==> src/rtl/if_id_stage_ctrl.sv <==
// IF/ID pipeline register and front-end controller: turns load-use stalls,
// EX-stage flushes and multi-cycle mult/div occupancy into register actions.
module if_id_stage_ctrl #(
  parameter int MC_CYCLES = 4,
  parameter int CNT_W     = 16
) (
  input  logic             clk,
  input  logic             rst_n,
  input  logic             stall,
  input  logic             flush,
  input  logic [31:0]      fetch_ins,
  input  logic [31:0]      fetch_pc4,
  output logic             pc_we,
  output logic [31:0]      if_id_ins,
  output logic [31:0]      if_id_pc4,
  output logic             id_ex_bubble,
  output logic             id_ex_hold,
  output logic             mc_busy,
  output logic [CNT_W-1:0] stall_cycles,
  output logic [CNT_W-1:0] flush_count
);

  localparam int MC_W = $clog2(MC_CYCLES);

  typedef enum logic [1:0] {
    RUN     = 2'd0,
    LDSTALL = 2'd1,
    MCBUSY  = 2'd2
  } state_t;

  state_t          state;
  logic [MC_W-1:0] mc_cnt;
  logic            mc_issue;
  logic            take_flush;
  logic            take_stall;

  // mult, multu, div, divu: SPECIAL opcode with funct 0x18..0x1B
  assign mc_issue = (if_id_ins[31:26] == 6'd0) && (if_id_ins[5:2] == 4'b0110);

  // A stall seen in LDSTALL is the same frozen request, so it is honoured once.
  assign take_flush = (state != MCBUSY) && flush;
  assign take_stall = (state == RUN) && stall && !flush;
  assign mc_busy    = (state == MCBUSY);

  always_comb begin
    pc_we        = 1'b1;
    id_ex_bubble = 1'b0;
    id_ex_hold   = 1'b0;
    if (!rst_n) begin
      pc_we        = 1'b0;
      id_ex_bubble = 1'b1;
    end else if (state == MCBUSY) begin
      pc_we      = 1'b0;
      id_ex_hold = 1'b1;
    end else if (take_flush) begin
      id_ex_bubble = 1'b1;
    end else if (take_stall) begin
      pc_we        = 1'b0;
      id_ex_bubble = 1'b1;
    end
  end

  always_ff @(posedge clk) begin
    if (!rst_n) begin
      state        <= RUN;
      if_id_ins    <= '0;
      if_id_pc4    <= '0;
      mc_cnt       <= '0;
      stall_cycles <= '0;
      flush_count  <= '0;
    end else if (state == MCBUSY) begin
      if (stall_cycles != '1) stall_cycles <= stall_cycles + CNT_W'(1);
      mc_cnt <= mc_cnt - MC_W'(1);
      if (mc_cnt == MC_W'(1)) state <= RUN;
    end else if (take_flush) begin
      if_id_ins <= '0;
      if_id_pc4 <= '0;
      if (flush_count != '1) flush_count <= flush_count + CNT_W'(1);
      state <= RUN;
    end else if (take_stall) begin
      if (stall_cycles != '1) stall_cycles <= stall_cycles + CNT_W'(1);
      state <= LDSTALL;
    end else begin
      if_id_ins <= fetch_ins;
      if_id_pc4 <= fetch_pc4;
      if (mc_issue) begin
        mc_cnt <= MC_W'(MC_CYCLES - 1);
        state  <= MCBUSY;
      end else begin
        state <= RUN;
      end
    end
  end

endmodule

==> config.mk <==
export PLATFORM = sky130hd
export DESIGN_NAME = if_id_stage_ctrl
export DESIGN_NICKNAME = d
export VERILOG_FILES = /design/src/rtl/if_id_stage_ctrl.sv
export SDC_FILE = /design/constraint.sdc
export NUM_CORES = 1
export LEC_CHECK = 0
export CAP_MARGIN = 40
export CORE_UTILIZATION = 35
export CTS_CLUSTER_SIZE = 30
export DETAILED_ROUTE_END_ITERATION = 12
export HOLD_SLACK_MARGIN = 0.15
export PLACE_DENSITY = 0.72
export SKIP_LAST_GASP = 1
export SYNTH_ARGS = -nofsm -noshare
export SYNTH_HDL_FRONTEND = slang
export SYNTH_SLANG_ARGS = --single-unit
==> constraint.sdc <==
create_clock -name clk -period 3.86 [get_ports clk]
set_clock_uncertainty 0.15 [all_clocks]
set_input_delay 0.772 -clock clk [delete_from_list [all_inputs] [get_ports clk]]
set_output_delay 0.772 -clock clk [all_outputs]
set_load 0.005 [all_outputs]
==> metrics.txt <==
Adder-Cell Fraction of Synth Area 0.00958; RSZ-0062 raised after global routing no; root buffer cell clkbuf_8; WP data arrival 2330 ps; compound-cell area share of the yosys netlist 0.275; fmax 307 MHz; largest family of logic cells by synthesized area compound AO/OA/AOI/OAI gates; reg-to-reg startpoint stall_cycles[1]; portion of netlist area occupied by mux cells 0.00256; max-capacitance violation count 0; post-synthesis sequential area ratio 0.511; Worst R2R Setup Slack 1660 ps; placer's final routability congestion estimate 0.797; hold path cells 2; Crit Path Max Fanout 7; Die ar. 11600 um2; number of violations reported at the end of detailed-routing iteration 0 189; largest net degree at the start of global routing 61; drt drc 0; hold buffer count at CTS 0; cell depth of the worst flop-to-flop path 6; cells along the critical path clkdlybuf4s50_1, nor2b_4, o21a_1, nor2_1, clkdlybuf4s50_1; core footprint 10900 um2; overall power of the completed layout 2.06 mW; Tightest Pin Transition 820 ps; number of antenna violations at the first check in global routing 0; number of setup buffers added after CTS 0; result of the run complete, no violations; clk slew on worst S/H paths 90 ps; share of cells above drive strength 1 0.0664; routed vias/inst 5.49; GRT Residual Overflow 0; Power Dens Cells 347 nW/um2; maximum ir drop on the vdd rail 0.000188 V; CTS tree yes; number of CTS-inserted buffers 9; final hold vios 0; detail-routed net length per standard cell 16.9 um; Syn Std Cell Area 3920 um2; Max clock buf depth 2; Finished Core Util 0.545; Top cell by count, worst path clkdlybuf4s50_1; post-DP HPWL 8390 um; peak per-stage delay on the critical path 640 ps; fillcell total 996; number of flops mapped to enable cells by yosys 0; insertion delay of the later-clocked pin in the worst-skew pair 360 ps; global-route wire length before repair 18500 um; cell with the largest stage delay on the worst path clkdlybuf4s50_1; horizontal die dimension 108 um; yosys synthesis warning count 0; tightest slew margin relative to the limit 0.449; effective utilization at floorplan 0.360; IO Port Bufs 167; Post-Synthesis Net Count 448; total length of routed wires 11500 um; Tot GR Track Use 0.206; start point of the worst min-delay path if_id_pc4[6]; XOR/XNOR Fraction of Synth Area 0; Num Clock Sinks 100; Final TNS setup 0 ps; Seq cells post-synth 100; vias in the first global route 3699; class of the tightest hold or removal check reg2reg; number of gates resized after CTS 0; leakage component of the power 2.04 nW; max-slew violation count 0; row count 38; Detail Route Antenna Nets 0; number of H-tree branching levels 3; synthesized instance count 377; library cells used by synthesis 48; Detailed Routing Iterations Pass 1 4; mean instance size in the synthesized netlist 10.4 um2; critical path start-end classification in2out; basic-gate share of the synthesized area counting and, or, nand and nor cells 0.158; Worst Path Required 2940 ps; Die Y-Extent 108 um; final critical delay including setup and external delays 3260 ps; reg-to-reg critical path endpoint stall_cycles[4]; async set-or-reset flop fraction in the synthesized netlist 0; Antenna Cells 0; capture endpoint of the worst hold path if_id_pc4[6]; CP Capture Type output port; net total in the final layout 608; I/O pins 168; overall via count from detail_route 3746; startpoint types input port; ratio of final minimum period to clock period 0.844; synthesis-to-layout area growth 51.5%; Top FF cell, synth dfxtp_1; total of endpoints with negative setup slack in the final report 0
==> sequential cells by signal (all words and copies together) (netlist names) <==
register      cells
flush_count      16
if_id_ins        32
state             2
mc_cnt            2
if_id_pc4        32
stall_cycles     16
==> routing by layer <==
metal | wire length (um) | global-route usage
met5 | 0 | 0
met4 | 125 | 0.0597
met3 | 1180 | 0.0932
met2 | 5430 | 0.328
met1 | 4750 | 0.248
==> cell usage in the layout, fill, tap and decap left out, drive strengths merged, types with 10 or more instances in the layout <==
| cell type | count |
|---|---|
| clkbuf | 10 |
| nand2 | 20 |
| a22o | 60 |
| or4 | 17 |
| clkdlybuf4s50 | 167 |
| nand4 | 11 |
| dfxtp | 100 |
| o31ai | 19 |
| a21oi | 27 |
| nand3 | 15 |
==> Yosys cell counts, types with 4 or more instances <==
cell type,n,area (um2)
a21oi_1,27,135
nand2b_1,4,25.0
nand4_1,11,68.8
nand2_1,19,71.3
nor2_1,4,15.0
o21ai_0,8,40.0
a22o_1,60,526
or4_1,17,128
nor4_1,5,31.3
nand3_1,15,75.1
clkbuf_1,5,18.8
buf_2,17,85.1
o311ai_0,4,35.0
o31ai_1,19,143
o41ai_1,4,35.0
dfxtp_1,100,2000
inv_1,8,30.0
or3_1,4,25.0
and4_1,5,43.8
==> worst max path at each step <==
| stage | from | endpoint |
|---|---|---|
| 2_1_floorplan | rst_n | id_ex_hold |
| 3_3_place_gp | flush | pc_we |
| 3_5_place_dp | flush | pc_we |
| 4_1_cts | flush | pc_we |
| 5_1_grt | flush | pc_we |
| 6_report | flush | pc_we |
==> power breakdown <==
group | switching (mW) | internal (mW)
Sequential | 0.0241 | 1.07
Combinational | 0.0860 | 0.155
Clock | 0.361 | 0.365
Total | 0.472 | 1.59
==> stage by stage <==
stage | worst slack [ps] | hold slack [ps] | std cells | area, um2
finish | 603 | 310 | 682 | 5930
floorplan | 1490 | 298 | 377 | 3920
global route | 484 | 345 | 682 | 5930
detailed placement | 580 | 301 | 666 | 5720
CTS | 574 | 313 | 682 | 5930
global placement | 587 | 299 | 666 | 5720
==> cells by family (layout without fill, tap and decap cells) <==
family                     count (synthesis)  count (layout)
muxes                                      1               1
and+or+nand+nor                          100             100
buffers and inverters                     35             200
DFF                                      100             100
AOI/OAI and AO/OA                        138             138
adders and majority gates                  3               3
==> worst max-delay path: cells and delay by family <==
| family | cells | cell delay [ps] |
|---|---|---|
| buf+inv | 2 | 1170 |
| simple gates | 2 | 190 |
| compound gates | 1 | 210 |
==> layout make-up <==
type	count	area (um2)	share of cell area
sequential	100	2000	0.337
clock inverter	6	88.8	0.0150
clock buffer	10	128	0.0215
inverter	9	33.8	0.00569
tap	140	175	0.0295
multi-input combinational	242	1760	0.297
timing repair buffer	175	1740	0.294
No activity file was read; power rests on OpenSTA's default activity.
